$ cat src/rtl/mii_frame_gen.sv
// 64-bit MII-style TX framer: IDLE, START, payload, EOF and inter-packet gap, length-policed.
// Optional MII_FRAME_GEN_PAD_EN zero-pads short frames instead of flagging them on o_trunc.
module mii_frame_gen #(
    parameter int unsigned DATA_WIDTH         = 64,
    parameter int unsigned CTRL_WIDTH         = 8,
    parameter logic [7:0]  IDLE_CODE          = 8'h07,
    parameter logic [7:0]  START_CODE         = 8'hFB,
    parameter logic [7:0]  EOF_CODE           = 8'hFD,
    parameter logic [7:0]  ERROR_CODE         = 8'hFE,
    parameter int unsigned IPG_CYCLES         = 2,
    parameter int unsigned MIN_PAYLOAD_CYCLES = 5,
    parameter int unsigned MAX_PAYLOAD_CYCLES = 17
) (
    input  logic                  clk,
    input  logic                  i_rst,
    input  logic                  i_valid,
    input  logic [DATA_WIDTH-1:0] i_data,
    input  logic                  i_last,
    output logic                  o_ready,
    output logic [DATA_WIDTH-1:0] o_tx_data,
    output logic [CTRL_WIDTH-1:0] o_tx_ctrl,
    output logic                  o_trunc,
    output logic                  o_underrun
);
    localparam logic [4:0] MinCnt  = 5'(MIN_PAYLOAD_CYCLES);
    localparam logic [4:0] MaxCnt  = 5'(MAX_PAYLOAD_CYCLES);
    localparam logic [7:0] IpgLast = 8'(IPG_CYCLES);

    localparam logic [DATA_WIDTH-1:0] IdleWord  = {CTRL_WIDTH{IDLE_CODE}};
    localparam logic [DATA_WIDTH-1:0] StartWord = {8'hD5, {(CTRL_WIDTH-2){8'h55}}, START_CODE};
    localparam logic [DATA_WIDTH-1:0] EofWord   = {EOF_CODE, {(CTRL_WIDTH-1){IDLE_CODE}}};
    localparam logic [DATA_WIDTH-1:0] ErrWord   = {CTRL_WIDTH{ERROR_CODE}};
    localparam logic [CTRL_WIDTH-1:0] CtrlAll   = '1;
    localparam logic [CTRL_WIDTH-1:0] CtrlStart = CTRL_WIDTH'(1);

`ifdef MII_FRAME_GEN_PAD_EN
    typedef enum logic [2:0] {StIdle, StStart, StData, StPad, StErr, StEof, StIpg} state_t;
`else
    typedef enum logic [2:0] {StIdle, StStart, StData, StErr, StEof, StIpg} state_t;
`endif

    state_t     state_q;
    logic [4:0] cnt_q;
    logic [7:0] ipg_q;
    logic       drain_q;
    logic       trunc_pend_q;
    logic [4:0] cnt_plus;
    logic [4:0] cnt_sat;

    assign cnt_plus = cnt_q + 5'd1;
    assign cnt_sat  = (cnt_q >= MaxCnt) ? MaxCnt : cnt_plus;

    always_comb begin
        o_ready = drain_q;
        if (state_q == StStart || state_q == StData) o_ready = 1'b1;
    end

    // StEof holds the final payload word on the line; the EOF word goes out on leaving it.
    always_ff @(posedge clk or posedge i_rst) begin
        if (i_rst) begin
            state_q      <= StIdle;
            o_tx_data    <= IdleWord;
            o_tx_ctrl    <= CtrlAll;
            o_trunc      <= 1'b0;
            o_underrun   <= 1'b0;
            cnt_q        <= '0;
            ipg_q        <= '0;
            drain_q      <= 1'b0;
            trunc_pend_q <= 1'b0;
        end else begin
            o_trunc    <= 1'b0;
            o_underrun <= 1'b0;
            if (drain_q && i_valid && i_last) drain_q <= 1'b0;
            case (state_q)
                StIdle: begin
                    o_tx_data <= IdleWord;
                    o_tx_ctrl <= CtrlAll;
                    if (i_valid && !drain_q) begin
                        state_q   <= StStart;
                        o_tx_data <= StartWord;
                        o_tx_ctrl <= CtrlStart;
                        cnt_q     <= '0;
                    end
                end
                StStart, StData: begin
                    if (i_valid) begin
                        o_tx_data <= i_data;
                        o_tx_ctrl <= '0;
                        cnt_q     <= cnt_sat;
                        state_q   <= StData;
                        if (i_last) begin
                            state_q <= StEof;
                            if (cnt_plus < MinCnt) begin
`ifdef MII_FRAME_GEN_PAD_EN
                                state_q <= StPad;
`else
                                trunc_pend_q <= 1'b1;
`endif
                            end
                        end else if (cnt_plus >= MaxCnt) begin
                            state_q      <= StEof;
                            trunc_pend_q <= 1'b1;
                            drain_q      <= 1'b1;
                        end
                    end else begin
                        state_q    <= StErr;
                        o_tx_data  <= ErrWord;
                        o_tx_ctrl  <= CtrlAll;
                        o_underrun <= 1'b1;
                        drain_q    <= 1'b1;
                    end
                end
`ifdef MII_FRAME_GEN_PAD_EN
                StPad: begin
                    o_tx_data <= '0;
                    o_tx_ctrl <= '0;
                    cnt_q     <= cnt_sat;
                    if (cnt_plus >= MinCnt) state_q <= StEof;
                end
`endif
                StErr, StEof: begin
                    o_tx_data    <= EofWord;
                    o_tx_ctrl    <= CtrlAll;
                    o_trunc      <= trunc_pend_q;
                    trunc_pend_q <= 1'b0;
                    ipg_q        <= '0;
                    state_q      <= StIpg;
                end
                StIpg: begin
                    o_tx_data <= IdleWord;
                    o_tx_ctrl <= CtrlAll;
                    ipg_q     <= ipg_q + 8'd1;
                    // The gap's last cycle doubles as the IDLE decision, so no extra idle word.
                    if (ipg_q >= IpgLast) begin
                        state_q <= StIdle;
                        if (i_valid && !drain_q) begin
                            state_q   <= StStart;
                            o_tx_data <= StartWord;
                            o_tx_ctrl <= CtrlStart;
                            cnt_q     <= '0;
                        end
                    end
                end
                default: begin
                    state_q   <= StIdle;
                    o_tx_data <= IdleWord;
                    o_tx_ctrl <= CtrlAll;
                end
            endcase
        end
    end

endmodule
$ cat config.mk
export PLATFORM = sky130hd
export DESIGN_NAME = mii_frame_gen
export DESIGN_NICKNAME = d
export VERILOG_FILES = /design/src/rtl/mii_frame_gen.sv
export SDC_FILE = /design/constraint.sdc
export NUM_CORES = 1
export LEC_CHECK = 0
export ABC_AREA = 0
export BUFFER_PORTS_ARGS = -buffer_cell sky130_fd_sc_hd__buf_2
export CAP_MARGIN = 40
export CORE_ASPECT_RATIO = 0.75
export CORE_UTILIZATION = 44
export CTS_CLUSTER_DIAMETER = 40
export DETAILED_ROUTE_END_ITERATION = 8
export GPL_ROUTABILITY_DRIVEN = 0
export GPL_TIMING_DRIVEN = 1
export PLACE_DENSITY = 0.76
export SKIP_LAST_GASP = 1
export SYNTH_ARGS = -nofsm -noshare
export SYNTH_HDL_FRONTEND = slang
export SYNTH_SLANG_ARGS = --single-unit
$ cat constraint.sdc
create_clock -name clk -period 2.69 [get_ports clk]
set_input_delay 0.4035 -clock clk [delete_from_list [all_inputs] [get_ports clk]]
set_output_delay 0.4035 -clock clk [all_outputs]
set_load 0.01 [all_outputs]
==> results of run 1 <==
-- worst max-delay path by stage --
stage	end	slack, ns	depth (start not counted)
2_1_floorplan	cnt_q[0]$_DFFE_PP0P_	0.11	1
3_3_place_gp	o_tx_data[7]$_DFF_PP0_	0.78	6
3_5_place_dp	o_tx_data[3]$_DFF_PP0_	0.69	7
4_1_cts	o_ready	0.60	4
5_1_grt	o_tx_data[20]$_DFF_PP0_	0.49	7
6_report	o_ready	0.55	4
-- power by group through the flow --
stage	Clock (W)	Sequential [W]	Combinational (W)
5_1_grt	0.00132	0.00219	0.00245
4_1_cts	0.00127	0.00214	0.00222
2_1_floorplan	0	0.00231	0.00126
3_5_place_dp	0	0.00216	0.00222
3_3_place_gp	0	0.00214	0.00213
6_report	0.00124	0.00214	0.00220
-- area by class of cell --
class / count / area (sq um) / share of cell area (%)
Sequential cell: 86 / 2180 / 45.6
Multi-Input combinational cell: 205 / 1290 / 26.9
Timing Repair Buffer: 147 / 773 / 16.1
Clock buffer: 10 / 229 / 4.78
Tap cell: 105 / 131 / 2.74
Inverter: 31 / 118 / 2.45
Clock inverter: 6 / 70.1 / 1.46
-- synth_stat cells, types with 2 or more instances --
| master | n |
|---|---|
| and3_1 | 3 |
| a21oi_1 | 25 |
| a21oi_2 | 2 |
| a21o_1 | 10 |
| xnor2_1 | 2 |
| nand4_1 | 2 |
| xor2_1 | 2 |
| buf_4 | 7 |
| ha_1 | 5 |
| o21ai_0 | 45 |
| inv_1 | 30 |
| nand2_1 | 14 |
| nor2_1 | 12 |
| nor4_4 | 2 |
| o31ai_1 | 2 |
| or3_1 | 8 |
| maj3_1 | 2 |
| nand3_1 | 5 |
| buf_2 | 4 |
| clkbuf_2 | 2 |
| nand2b_1 | 2 |
| buf_6 | 3 |
| and2_1 | 4 |
| and2b_2 | 2 |
| dfstp_2 | 26 |
| a22o_1 | 2 |
| dfrtp_1 | 60 |
| a211oi_1 | 3 |
| clkbuf_1 | 11 |
| o21bai_1 | 2 |
| nor2b_1 | 32 |
-- sequential cells by signal, summed over array words and instances, names as in the netlist --
| register | cells |
|---|---|
| drain_q | 1 |
| o_trunc | 1 |
| state_q | 3 |
| trunc_pend_q | 1 |
| o_tx_data | 64 |
| o_tx_ctrl | 2 |
| o_underrun | 1 |
| ipg_q | 8 |
| cnt_q | 5 |
-- kinds of logic (layout without fill, tap and decap cells) --
kind of cell / count (synthesis) / after routing / share of synthesized area (%)
XOR/XNOR: 4 / 4 / 0.936
AND/OR/NAND/NOR: 91 / 91 / 14.5
buffers and inverters: 58 / 194 / 7.32
AO/OA/AOI/OAI: 100 / 100 / 15.8
adder cells (fa/ha/maj): 7 / 7 / 2.21
multiplexers: 3 / 3 / 0.935
flip-flops: 86 / 86 / 58.3
-- worst max-delay path, delay by kind of cell, from the launching register on --
kind	cells	cell delay [ns]
AO/OA/AOI/OAI	1	0.35
flip-flops	1	0.52
buffers and inverters	3	0.53
-- placed cells by master (no fill, tap or decap), types with 9 or more instances in the layout --
cell type	instances
a21o_1	10
a21oi_1	25
buf_2	142
clkbuf_16	9
dfrtp_1	60
dfstp_2	26
inv_1	29
nand2_1	13
nor2_1	12
nor2b_1	32
o21ai_0	45
-- metrics by stage --
step | util (%) | setup WS [ns] | instances | hold WS [ns] | cell area, sq um
2_1_floorplan | - | 0.108 | 349 | 0.465 | 3740
3_3_place_gp | 55.8 | 0.779 | 574 | 0.493 | 4500
3_5_place_dp | 55.8 | 0.685 | 574 | 0.497 | 4500
4_1_cts | 59.5 | 0.597 | 590 | 0.176 | 4790
5_1_grt | 59.5 | 0.488 | 590 | 0.234 | 4790
6_report | 59.5 | 0.555 | 590 | 0.159 | 4790
-- per-layer routing --
| metal | global-route usage [%] | routed length (um) | vias to the layer above |
|---|---|---|---|
| met5 | 0 | 0 | - |
| met4 | 7.84 | 139 | 0 |
| met3 | 5.95 | 669 | 14 |
| met2 | 31.2 | 4120 | 144 |
| met1 | 26.4 | 3980 | 1442 |
| li1 | - | - | 1420 |
==> metrics, run 1 <==
Critical R2R Capture o_tx_data[6]$_DFF_PP0_; worst reg2reg startpoint ipg_q[0]$_DFFE_PP0P_; port buffer count approximately 140; main flop type after synthesis dfrtp_1; hpwl dp between 6000 and 7000 um; setup repair after global routing missed its margin no; area of the die roughly 0.0089 sq mm; overall via count from detail_route between 3000 and 4000; overall routed net length 8910 um; core region area 0.00806 sq mm; internal power summed over all cells about 0.0035 W; H-Tree Level Count 3; via count of the first global-routing pass 2830; Remaining DRCs 0; clock buffers created by TritonCTS 9; maximum number of pins on one net before global-route repair 56; worst path arrival time between 1.5 and 2 ns; net switching power about 0.0021 W; portion of total power attributed to sequential cells about two fifths; number of setup buffers added after CTS 0; fill count around 700; Highest Clock Rate 468 MHz; CP Data Required Time roughly 2.3 ns; highest ir drop seen on vdd 446 uV; Syn Nets between 400 and 500; sequential area share after synthesis between 50% and 60%; Overall Global Routing Usage about a fifth; number of flops mapped to enable cells by yosys 0; fraction of power consumed by the clock network between 20% and 30%; Synth area leaders dfrtp_1 (40%), dfstp_2 (18%), o21ai_0 (6.0%); wire length per cell around 15 um; Die Y-Extent roughly 82 um; cell at the root of the clock tree clkbuf_16; number of failing setup endpoints in the final timing report 0; kind of path behind the tightest hold check in -> async; std cell rows 28; CTS tree done; Boundary Pins about 140; number of buffers on the longest clock path 2; via count normalized by instance count ~5.1; initial antenna violation count 0; outcome finished, final reports clean; total negative slack for setup checks 0 ns; ys async rst share between 90% and 100%; post-cts gate resize count 0; critical path endpoint category output pin; Worst Reg-to-Reg Cells 7; Yosys reg bits 86; sinks on the clock net 86; Final Net Count 553; worst clock skew 0.0104 ns; Worst-Skew Late Latency ~0.34 ns; flop2flop setup slack just under 0.7 ns; relative max-transition margin between 50% and 60%; post-synthesis cell area around 0.0037 sq mm; final antenna diode count 0; Comb power frac between 30% and 40%; Horiz. Die Dim around 110 um; Lkg Pwr between 2 and 2.5 nW; GRT overflow 0; PwrDens 1170 mW/mm^2; first-pass detailed-route iteration total 4; effective utilization at floorplan a little under half; Post-CTS Hold Fix Bufs 0; average cell area after synthesis about 11 sq um; fraction of final layout cells with drive strength greater than 1 between 40 and 50%; global-route wire length before repair around 14000 um; Crit Path Class reg -> out; Max Fanout on Critical Path 9; Clk pin slew, worst setup/hold paths approximately 0.070 ns; cells traversed along the worst timing path clkinv_1, a21oi_1, inv_1, buf_2; count of unique library cells instantiated by Yosys 49; final critical delay including setup and external delays ~2.1 ns; type of origin of the critical path register; Period Utilization, post-route between 70% and 80%; Final Max Tran Viols 0; gate count of the mapped netlist approximately 350; final hold viol count 0; share of the synthesized area in the top cell type 40.1%; residual antenna-violating net count after detailed routing 0; total number of yosys warnings 0; slew at the pin closest to its max-slew limit between 0.7 and 0.8 ns; CP Launch Point state_q[2]$_DFFE_PP0P_; Starting DRT DRC Count between 100 and 150; Design Power 0.00559 W; switching share of total power a little under two fifths; area leader, netlist dfrtp_1; area growth from synthesis to final layout 28.0%; slowest stage cell, crit path dfrtp_1; longest individual stage delay on the worst path 0.52 ns; MaxCap Viol Count 0
(Power assumes the default switching activity.)
==> run 2: changes to the inputs <==
--- a/config.mk
+++ b/config.mk
@@ -5,16 +5,16 @@
 export SDC_FILE = /design/constraint.sdc
 export NUM_CORES = 1
 export LEC_CHECK = 0
-export ABC_AREA = 0
+export ABC_AREA = 1
 export BUFFER_PORTS_ARGS = -buffer_cell sky130_fd_sc_hd__buf_2
 export CAP_MARGIN = 40
 export CORE_ASPECT_RATIO = 0.75
-export CORE_UTILIZATION = 44
+export CORE_UTILIZATION = 43
 export CTS_CLUSTER_DIAMETER = 40
 export DETAILED_ROUTE_END_ITERATION = 8
 export GPL_ROUTABILITY_DRIVEN = 0
 export GPL_TIMING_DRIVEN = 1
-export PLACE_DENSITY = 0.76
+export PLACE_DENSITY = 0.75
 export SKIP_LAST_GASP = 1
 export SYNTH_ARGS = -nofsm -noshare
 export SYNTH_HDL_FRONTEND = slang
==> constraint.sdc (replaced) <==
create_clock -name clk -period 1.8 [get_ports clk]
set_input_delay 0.27 -clock clk [delete_from_list [all_inputs] [get_ports clk]]
set_output_delay 0.27 -clock clk [all_outputs]
set_load 0.01 [all_outputs]
==> metrics, run 2 <==
outcome complete, but fails checks; violated checks setup timing; sinks on the clock net 86 (unchanged); most frequent cells after synthesis nand2_1 (75), nor2_1 (61), dfrtp_1 (60); longest individual stage delay on the worst path 0.43 ns (-0.09 ns); fraction of final layout cells with drive strength greater than 1 42.3% (+0.19 points); Max Fanout on Critical Path 5 (-4); Yosys reg bits 86 (unchanged); area of placed instances 0.00435 sq mm (-3.1%); worst path arrival time 1.54 ns (-0.19 ns); H-Tree Level Count 3 (unchanged); Final Max Tran Viols 0 (unchanged); slew at the pin closest to its max-slew limit 0.532 ns (-0.188 ns); share of the synthesized area in the top cell type 42.1% (+2.0 points); ys async rst share 100% (unchanged); worst reg2reg startpoint ipg_q[0]$_DFFE_PP0P_; CP Data Required Time 1.53 ns (-0.76 ns); critical path endpoint category output pin; average cell area after synthesis 9.48 sq um (-12%); Crit Path Class reg -> out; gate count of the mapped netlist 376 (+7.7%); type of origin of the critical path register; clock buffers created by TritonCTS 9 (unchanged); hpwl dp 6170 um (-0.92%); Synth area leaders dfrtp_1 (42%), dfstp_2 (19%), nand2_1 (7.9%); port buffer count 142 (unchanged); core region area 0.00795 sq mm (-1.3%); fin util 57.7% (-1.8 points); via count normalized by instance count 4.79 (-6.4%); first-pass detailed-route iteration total 5 (+1); Die Y-Extent 80.8 um (-1.3%); worst setup margin -0.0112 ns (-0.566 ns); Lkg Pwr 2.43 nW (+0.16%); CP Launch Point state_q[1]$_DFFE_PP0P_; highest ir drop seen on vdd 679 uV (+52%); Horiz. Die Dim 107 um (-1.3%); area growth from synthesis to final layout 28.9%; flip-flop count of the largest register, all copies and words added 64 (unchanged); PwrDens 1680 mW/mm^2 (+44%); global-route wire length before repair 13200 um (-2.2%); Clk pin slew, worst setup/hold paths 0.08 ns (about the same); Boundary Pins 143 (unchanged); main flop type after synthesis dfrtp_1; Critical R2R Capture o_tx_data[60]$_DFF_PP0_; sequential area share after synthesis 61.3% (+3.0 points); cells traversed along the worst timing path nand2_1, nand2_2, nor2_4, or2_2, buf_2; relative max-transition margin 64.4% (+13 points); kind of path behind the tightest hold check in -> reg; CP endpoint o_ready; post-synthesis cell area 0.00356 sq mm (-4.8%); Worst-Skew Late Latency 0.36 ns (+0.02 ns); worst clock skew 0.00686 ns (-0.00349 ns); area of the die 0.00866 sq mm (-2.6%); GRT overflow 0 (unchanged); Remaining DRCs 0 (unchanged); cell at the root of the clock tree clkbuf_8; area leader, netlist dfrtp_1; total number of yosys warnings 0 (unchanged); worst hold slack after final layout 0.0946 ns (-0.0646 ns); registers with the most flip-flops o_tx_data (64), ipg_q (8), cnt_q (5); effective utilization at floorplan 44.8% (-1.7 points); commonest cells after routing, fill and taps aside buf_2 (142), nand2_1 (73), nor2_1 (60); Period Utilization, post-route 101%; final critical delay including setup and external delays 1.81 ns; setup repair after global routing missed its margin yes; via count of the first global-routing pass 2794 (-1.3%); MaxCap Viol Count 0 (unchanged); final instance area 0.00459 sq mm (-4.2%); most common cell after layout, fill and taps aside buf_2; Starting DRT DRC Count 300 (+130%); Worst Reg-to-Reg Cells 8 (+1); flop2flop setup slack 0.17 ns (-0.52 ns); final antenna diode count 0 (unchanged); Highest Clock Rate around 550 MHz; maximum number of pins on one net before global-route repair 51 (-8.9%); number of buffers on the longest clock path 2 (unchanged); register name with the most flops o_tx_data; final hold viol count 0 (unchanged); Min-Delay Startpoint i_data[18]; CTS tree done; count of unique library cells instantiated by Yosys 32 (-35%); slowest stage cell, crit path dfrtp_1; residual antenna-violating net count after detailed routing 0 (unchanged); overall routed net length 8570 um (-3.8%); number of failing setup endpoints in the final timing report 1 (+1); Final Net Count 591 (+6.9%); number of flops mapped to enable cells by yosys 0 (unchanged); wire length per cell 13.6 um (-9.6%); pre-CTS worst setup slack 0.153 ns (-0.532 ns); cell with the most instances after synthesis nand2_1; Syn Nets 449 (+6.4%); fill count 667 (-2.6%); std cell rows 28 (unchanged); initial antenna violation count 0 (unchanged); Design Power 0.00771 W (+38%); overall via count from detail_route 3010 (-0.33%); Overall Global Routing Usage 20.0% (-0.039 points)
run 2: cell types whose count changed after synthesis, sizes merged, moves of 4 or more:
cell and change:
or3 -8, nor2 +52, nor2b -32, nand2 +62
a21oi -22, and3 -4, or2 +9, nand3 +16
clkbuf -8, and2 -4, a21o -10
run 2: through the flow:
step	TNS, ns	instances
after floorplan	0	376
after global routing	-0.0551	628
after global placement	0	610
final	-0.0112	628
after detailed placement	0	610
after CTS	0	627
run 2: area by class of cell:
type / count / area [sq um] / share of cell area [%]
clock inverter: 6 / 71.3 / 1.55
inverter: 34 / 131 / 2.86
clock buffer: 10 / 128 / 2.78
multi-input combinational: 235 / 1130 / 24.6
tap: 105 / 131 / 2.86
timing repair buffer: 152 / 813 / 17.7
sequential: 86 / 2190 / 47.7
run 2: how the worst min path moves through the flow:
stage,end,slack (ns),depth (start not counted)
global placement,o_tx_data[37]$_DFF_PP0_,0.34,2
CTS,o_tx_data[18]$_DFF_PP1_,0.08,2
floorplan,o_tx_data[0]$_DFF_PP1_,0.36,2
detailed placement,o_tx_data[19]$_DFF_PP0_,0.35,2
global route,o_tx_data[42]$_DFF_PP1_,0.09,2
finish,o_tx_data[18]$_DFF_PP1_,0.09,2
run 2: timing repair:
action                                  in CTS  in global routing
hold buffers                                 1                  0
hold endpoints to repair                    12                  0
resized for setup                            4                  5
buffers inserted                             0                  1
endpoints found under the setup margin       1                 12
run 2: worst max-delay path: cells and delay by family (launching register included):
family,cells,cell delay [ns]
buffers and inverters,1,0.15
and+or+nand+nor,4,0.59
DFF,1,0.43
run 2: kinds of logic after synthesis:
family,Yosys count,share of synthesized area [%]
simple gates,175,20.7
fa+ha+maj,5,1.76
compound gates,55,8.74
buf+inv,55,7.51
flops,86,61.3
run 2: metal layers:
| layer | vias to the layer above | global-route usage [%] | routed length (um) |
|---|---|---|---|
| li1 | 1461 | - | - |
| met1 | 1422 | 25.7 | 3710 |
| met2 | 117 | 32.8 | 4160 |
| met3 | 10 | 5.62 | 585 |
| met4 | 0 | 6.71 | 119 |
| met5 | - | 0 | 0 |
run 2: power by group:
part | internal, W | leakage [nW] | total, W | switching, W
sequential | 0.00281 | 1.05 | 0.00311 | 0.000296
combinational | 0.00119 | 1.29 | 0.00323 | 0.00204
clock | 0.000651 | 0.0931 | 0.00137 | 0.000718
total | 0.00465 | 2.43 | 0.00771 | 0.00306
